--- src/rtl/mem_wb_stage_pkg.sv ---
`default_nettype none
// ============================================================================
// mem_wb_stage_pkg : writeback-select and load-type codes shared with decode
// Revision : 1.0
// ============================================================================
package mem_wb_stage_pkg;

  localparam logic [1:0] WB_SEL_ALU  = 2'b00;
  localparam logic [1:0] WB_SEL_LOAD = 2'b01;
  localparam logic [1:0] WB_SEL_LINK = 2'b10;

  localparam logic [2:0] LD_LW  = 3'b000;
  localparam logic [2:0] LD_LH  = 3'b001;
  localparam logic [2:0] LD_LHU = 3'b010;
  localparam logic [2:0] LD_LB  = 3'b011;
  localparam logic [2:0] LD_LBU = 3'b100;

  function automatic logic [31:0] ext16(input logic [15:0] h, input logic sgn);
    return {{16{sgn & h[15]}}, h};
  endfunction

  function automatic logic [31:0] ext8(input logic [7:0] b, input logic sgn);
    return {{24{sgn & b[7]}}, b};
  endfunction

endpackage
`default_nettype wire

--- src/rtl/mem_wb_stage_load_align.sv ---
`default_nettype none
// ============================================================================
// load_align : big-endian sub-word select and extension of a loaded word
// Revision : 1.0
// ============================================================================
module load_align
  import mem_wb_stage_pkg::*;
(
  input  logic [31:0] rdata,
  input  logic [1:0]  offset,
  input  logic [2:0]  ld_type,
  output logic [31:0] aligned,
  output logic        misaligned
);

  logic [15:0] half_sel;
  logic [7:0]  byte_sel;

  // Big-endian: the lowest address holds the most significant lane.
  assign half_sel = offset[1] ? rdata[15:0] : rdata[31:16];

  always_comb begin
    byte_sel = rdata[31:24];
    case (offset)
      2'd0:    byte_sel = rdata[31:24];
      2'd1:    byte_sel = rdata[23:16];
      2'd2:    byte_sel = rdata[15:8];
      default: byte_sel = rdata[7:0];
    endcase
  end

  always_comb begin
    aligned    = rdata;
    misaligned = 1'b0;
    case (ld_type)
      LD_LH: begin
        aligned    = ext16(half_sel, 1'b1);
        misaligned = offset[0];
      end
      LD_LHU: begin
        aligned    = ext16(half_sel, 1'b0);
        misaligned = offset[0];
      end
      LD_LB:  aligned = ext8(byte_sel, 1'b1);
      LD_LBU: aligned = ext8(byte_sel, 1'b0);
      default: begin
        aligned    = rdata;
        misaligned = (offset != 2'd0);
      end
    endcase
  end

endmodule
`default_nettype wire

--- src/rtl/mem_wb_stage.sv ---
`default_nettype none
// ============================================================================
// mem_wb_stage : MEM/WB pipeline register, load alignment, writeback select
// Revision : 1.0
// ============================================================================
module mem_wb_stage
  import mem_wb_stage_pkg::*;
#(
  parameter int CNT_W        = 32,
  parameter bit ZERO_PROTECT = 1'b1
) (
  input  logic             clk,
  input  logic             clr,
  input  logic             stall,
  input  logic             flush,
  input  logic             m_valid,
  input  logic             m_reg_w,
  input  logic [4:0]       m_dest,
  input  logic [1:0]       m_wb_sel,
  input  logic [2:0]       m_ld_type,
  input  logic [31:0]      m_alu_res,
  input  logic [31:0]      m_mem_rdata,
  input  logic [31:0]      m_link_addr,
  output logic [4:0]       w_reg_addr,
  output logic [31:0]      w_data,
  output logic             reg_w,
  output logic             addr_err,
  output logic [CNT_W-1:0] retire_cnt
);

  logic [31:0] ld_data;
  logic        ld_mis;
  logic        is_load;
  logic        misaligned;
  logic        r0_block;
  logic [31:0] wb_data;
  logic        nxt_reg_w;
  logic        nxt_addr_err;

  load_align u_load_align (
    .rdata      (m_mem_rdata),
    .offset     (m_alu_res[1:0]),
    .ld_type    (m_ld_type),
    .aligned    (ld_data),
    .misaligned (ld_mis)
  );

  assign is_load    = (m_wb_sel == WB_SEL_LOAD);
  assign misaligned = is_load & ld_mis;
  assign r0_block   = ZERO_PROTECT && (m_dest == 5'd0);

  always_comb begin
    wb_data = m_alu_res;
    case (m_wb_sel)
      WB_SEL_LOAD: wb_data = ld_data;
      WB_SEL_LINK: wb_data = m_link_addr;
      default:     wb_data = m_alu_res;
    endcase
  end

  assign nxt_reg_w    = m_valid & m_reg_w & ~misaligned & ~r0_block;
  assign nxt_addr_err = m_valid & misaligned;

  // Stall holds everything except addr_err, which must pulse only once.
  always_ff @(posedge clk) begin
    if (clr) begin
      w_reg_addr <= 5'd0;
      w_data     <= 32'd0;
      reg_w      <= 1'b0;
      addr_err   <= 1'b0;
      retire_cnt <= '0;
    end else if (flush) begin
      w_reg_addr <= 5'd0;
      w_data     <= 32'd0;
      reg_w      <= 1'b0;
      addr_err   <= 1'b0;
    end else if (stall) begin
      addr_err   <= 1'b0;
    end else begin
      w_reg_addr <= m_dest;
      w_data     <= wb_data;
      reg_w      <= nxt_reg_w;
      addr_err   <= nxt_addr_err;
      if (m_valid) retire_cnt <= retire_cnt + CNT_W'(1);
    end
  end

endmodule
`default_nettype wire

--- config.mk ---
export PLATFORM = sky130hd
export DESIGN_NAME = mem_wb_stage
export DESIGN_NICKNAME = d
export VERILOG_FILES = /design/src/rtl/mem_wb_stage_pkg.sv /design/src/rtl/mem_wb_stage_load_align.sv /design/src/rtl/mem_wb_stage.sv
export SDC_FILE = /design/constraint.sdc
export NUM_CORES = 1
export LEC_CHECK = 0
export ABC_CLOCK_PERIOD_IN_PS = 1950
export BUFFER_PORTS_ARGS = -buffer_cell sky130_fd_sc_hd__clkbuf_2
export CAP_MARGIN = 25
export CORE_MARGIN = 2
export CORE_UTILIZATION = 44
export CTS_BUF_LIST = sky130_fd_sc_hd__clkbuf_4 sky130_fd_sc_hd__clkbuf_8
export CTS_CLUSTER_DIAMETER = 30
export CTS_CLUSTER_SIZE = 30
export DETAILED_ROUTE_END_ITERATION = 10
export PLACE_DENSITY = 0.79
export SYNTH_ARGS = -nofsm -noshare
export SYNTH_HDL_FRONTEND = slang
export SYNTH_SLANG_ARGS = --single-unit
--- constraint.sdc ---
create_clock -name clk -period 1.95 [get_ports clk]
set_clock_uncertainty 0.05 [all_clocks]
set_input_delay 0.4875 -clock clk [delete_from_list [all_inputs] [get_ports clk]]
set_output_delay 0.4875 -clock clk [all_outputs]
set_load 0.005 [all_outputs]
==> results.txt <==
* Status: complete, no violations
- Startpoint class of the critical path: flop
- Hpwl dp: about 11000 um
- Syn_area_per_cell: between 8 and 9 sq um
- Number of vias in the routed layout: roughly 4800
- Among all cell types in the netlist, the one instantiated most often is sky130_fd_sc_hd__dfxtp_1.
* Most used flip-flop cell after synthesis: sky130_fd_sc_hd__dfxtp_1
- Based on the critical path, the design can be clocked at up to around 530 MHz.
- Worst-path cell with the longest stage delay: sky130_fd_sc_hd__dfxtp_1
* Net count after synthesis: just over 600
- Final antenna-violating net count: 0
- Once placement finished, the instance area stood at ~5400 sq um.
- Pins Over Slew Limit: 0
- The tree built by TritonCTS fans out to 71 sinks.
- Headroom to the max-slew limit came out at roughly two thirds.
- In this run the count of I/O pins placed on the die edge is ~180.
- The signal on the critical path passes through nand4_1, nor4_2, nand4_1, or3_1, a21oi_1.
- Pwr Total: ~3.7 mW
- Routed wire length: 14200 um
* Most used cell along the critical path: sky130_fd_sc_hd__nand4_1
- After filler insertion, the fill cell instance count of the layout stands at 751.
- In this run, synthesis inferred 0 flip-flops with an integrated enable.
- The cell sitting at the root of the clock tree is a sky130_fd_sc_hd__clkbuf_8.
- First-iteration detailed-routing DRC count: between 200 and 300
- In the final layout, the share of cells above drive strength 1 is between 30% and 40%.
* GRT Resource Usage Total: 28.2%
- Adding up every negative setup slack in the final design gives 0 ns.
- Number of setup violations in the final report: 0
- STA classifies the critical path endpoint as a flop.
- PortBufs: roughly 180
* Cell Pwr Density: around 650 nW/um^2
- From left edge to right edge, the die measures approximately 99 um.
- In the final design database the tool counted 829 nets.
* Register-to-Register Setup Slack: slightly above 0.05 ns
- Ranked by total cell area, the synthesized netlist is headed by sky130_fd_sc_hd__dfxtp_1 (35%), sky130_fd_sc_hd__a21oi_1 (5.7%), sky130_fd_sc_hd__nor2_1 (5.1%).
* Initial antenna violation count: 0
- Floorplan Core Area: slightly below 9000 sq um
* Area fraction of the dominant cell type after synthesis: a little over a third
* Count of different cell masters after synthesis: 55
- In this run, the combinational gates consume about a fifth of the power.
* Minimum clock period: around 1.9 ns
- STA puts the critical path data arrival time at between 2 and 2.5 ns.
- Count of inserted antenna diode cells: 0
- The total overflow left after global routing is 0.
- Switching power as a share of total power: around 27%
* Maximum buffer depth of the clock tree: 2
- Worst Max-Slew Pin Slew: 0.509 ns
- The internal power of the cells totals 2.68 mW.
* Clock tree from TritonCTS: yes
- Sequential share of power: between 40% and 50%
* Count of state elements after synthesis: around 70
* Reg clk slew, reported paths: around 0.080 ns
* VDD IR max: 0.379 mV
- Min-delay src: m_dest[0]
- In this run the vertical extent of the chip is slightly below 100 um.
- Footprint of the multi-input gates: between 2000 and 2500 sq um
- The most critical setup path has its startpoint at retire_cnt[17]$_SDFFE_PP0P_.
* Area added between synthesis and finish: 42.0%
- The die covers 9900 sq um.
- Maximum number of pins on one net before global-route repair: 34
- The floorplan has 34 rows.
- In this run the worst path has a maximum fanout of 7.
- After detailed routing, the number of vias per cell comes to just under 6.
- Clock latency on the worst-skew pair, taken at its later pin, is 0.34 ns.
- In the finished design, the share of the clock period the worst path needs comes to 97.4%.
- Routability-driven placement finished with a final weighted congestion of roughly 0.94.
- The first global-routing pass estimated 22500 um of wire.
- The synthesized netlist occupies a cell area of roughly 4000 sq um.
- Post-layout utilization of the core: 65.0%
- Number of remaining DRC errors: 0
* Net Sw Power: around 1 mW
- Max H-tree Level: 3
- The min-delay analysis places its worst path in the category in -> reg.
* Router iterations before antenna repair: 4
* Crit-path max cell delay: between 0.4 and 0.5 ns
* Post-synth top cells: sky130_fd_sc_hd__dfxtp_1 (71), sky130_fd_sc_hd__nor2_1 (55), sky130_fd_sc_hd__a21oi_1 (46), sky130_fd_sc_hd__nand2_1 (27), sky130_fd_sc_hd__clkbuf_1 (26)
* Worst Setup Path Type: reg -> reg
- For this run, the number of Yosys warnings is 0.
- Cell type contributing the most total cell area after synthesis: sky130_fd_sc_hd__dfxtp_1
- TritonCTS Buffers: 9
* Initial Util: roughly 46%
* Vias in the first global route: between 4000 and 5000
- The final number of hold-violating endpoints is 0.
- Max-cap violations in this run came to 0.
- Data on the critical path is required at its endpoint by roughly 2.2 ns.
- Sequential share of the synthesized area: between 30% and 40%
- Design area: between 5000 and 6000 sq um
- Synthesis handed over a netlist of 497 instances.
- The analysis attributes to cell leakage a power of roughly 2.5 nW.
* Sequential standard cell area: 1420 sq um
* FFs w/ async S/R, synth: 0%
- In the final routed layout, each cell accounts on average for approximately 17 um.
- Launching point of the worst reg2reg path: retire_cnt[17]$_SDFFE_PP0P_
- Of the total power, the clock network draws between 30 and 40%.
-- final timing paths --
check                                end  cells after the start
min           w_reg_addr[0]$_SDFFE_PP0N_                      3
min reg2reg       w_data[0]$_SDFFE_PP0N_                      2
max reg2reg  retire_cnt[28]$_SDFFE_PP0P_                      5
max          retire_cnt[28]$_SDFFE_PP0P_                      5
-- worst max-delay path, delay by kind of cell (launching register included) --
family	cells	cell delay [ns]
AND/OR/NAND/NOR	4	1.19
AO/OA/AOI/OAI	1	0.14
flip-flops	1	0.44
-- power by group through the flow --
| stage | clock network [mW] | logic, mW | registers [mW] |
|---|---|---|---|
| floorplan | 0 | 0.345 | 1.54 |
| global placement | 0 | 0.684 | 1.54 |
| detailed placement | 0 | 0.694 | 1.54 |
| CTS | 1.49 | 0.698 | 1.51 |
| global route | 1.55 | 0.767 | 1.51 |
| finish | 1.46 | 0.707 | 1.51 |
-- metrics by stage --
step,setup WS (ns),hold slack [ns],std cells
after CTS,0.0527,0.345,825
after floorplan,-0.0122,0.399,497
final,0.0512,0.357,827
after global placement,-0.239,0.389,809
after global routing,-0.0476,0.364,827
after detailed placement,-0.253,0.397,809
-- final cells by class --
type / instances / area share, %
tap: 108 / 2.37
timing repair buffer: 242 / 25.0
clock buffer: 9 / 2.18
sequential: 71 / 25.0
inverter: 7 / 0.461
multi-input combinational: 383 / 42.9
clock inverter: 7 / 2.13
-- routing by layer --
| layer | up-vias | part of all wire [%] | wire (um) | global-route usage (%) |
|---|---|---|---|---|
| met5 | - | 0 | 0 | 0 |
| met3 | 29 | 9.8 | 1380 | 7.59 |
| met1 | 2245 | 40 | 5600 | 35.0 |
| met2 | 248 | 48 | 6860 | 47.6 |
| met4 | 0 | 2.2 | 310 | 9.17 |
| li1 | 2277 | - | - | - |
-- placed cells by master (no fill, tap or decap), types with 2 or more instances in the layout --
cell type	Yosys	layout
sky130_fd_sc_hd__nor4_2	0	3
sky130_fd_sc_hd__o21ai_0	22	22
sky130_fd_sc_hd__nor2b_1	8	8
sky130_fd_sc_hd__o221ai_1	2	2
sky130_fd_sc_hd__a32oi_1	3	3
sky130_fd_sc_hd__clkinv_4	0	3
sky130_fd_sc_hd__a22oi_1	5	5
sky130_fd_sc_hd__a21boi_0	2	2
sky130_fd_sc_hd__inv_1	6	6
sky130_fd_sc_hd__and4_1	5	4
sky130_fd_sc_hd__o32ai_1	3	3
sky130_fd_sc_hd__dfxtp_1	71	70
sky130_fd_sc_hd__a211o_1	6	6
sky130_fd_sc_hd__mux2i_1	7	7
sky130_fd_sc_hd__bufinv_16	0	3
sky130_fd_sc_hd__nor3_1	25	25
sky130_fd_sc_hd__or3_1	10	10
sky130_fd_sc_hd__a221oi_1	15	15
sky130_fd_sc_hd__nand2b_1	10	10
sky130_fd_sc_hd__nor3b_1	5	5
sky130_fd_sc_hd__or2_2	3	3
sky130_fd_sc_hd__buf_4	1	55
sky130_fd_sc_hd__clkbuf_2	0	182
sky130_fd_sc_hd__o22ai_1	18	18
sky130_fd_sc_hd__and2_1	4	4
sky130_fd_sc_hd__o31ai_1	4	4
sky130_fd_sc_hd__buf_12	0	5
sky130_fd_sc_hd__xor2_1	10	10
sky130_fd_sc_hd__o21a_1	16	16
sky130_fd_sc_hd__nand3b_1	3	3
sky130_fd_sc_hd__nand2_1	27	27
sky130_fd_sc_hd__clkbuf_8	0	9
sky130_fd_sc_hd__xnor2_1	14	14
sky130_fd_sc_hd__a21oi_1	46	46
sky130_fd_sc_hd__mux2_2	7	7
sky130_fd_sc_hd__nor2_1	55	55
sky130_fd_sc_hd__ha_1	3	3
sky130_fd_sc_hd__nand3_1	10	10
sky130_fd_sc_hd__nand4_1	15	15
-- registers in the layout (all words and copies together), names as in the netlist --
| register | flops |
|---|---|
| addr_err | 1 |
| retire_cnt | 32 |
| w_reg_addr | 5 |
| reg_w | 1 |
| w_data | 32 |
-- kinds of logic (layout without fill, tap and decap cells) --
family | after synthesis | in the layout | synth area share, %
xor gates and xnor gates | 24 | 24 | 5.24
and+or+nand+nor | 188 | 188 | 24.0
muxes | 15 | 15 | 4.27
DFF | 71 | 71 | 35.4
AOI/OAI and AO/OA | 153 | 153 | 25.7
adders and majority gates | 3 | 3 | 0.936
buffers and inverters | 43 | 265 | 4.49
-- timing repair --
action,4_1_cts,5_1_grt
gates resized for setup,0,5
buffers inserted,0,2
setup endpoints to repair,0,6
hold buffers,0,0
No activity file was read; power rests on OpenSTA's default activity.
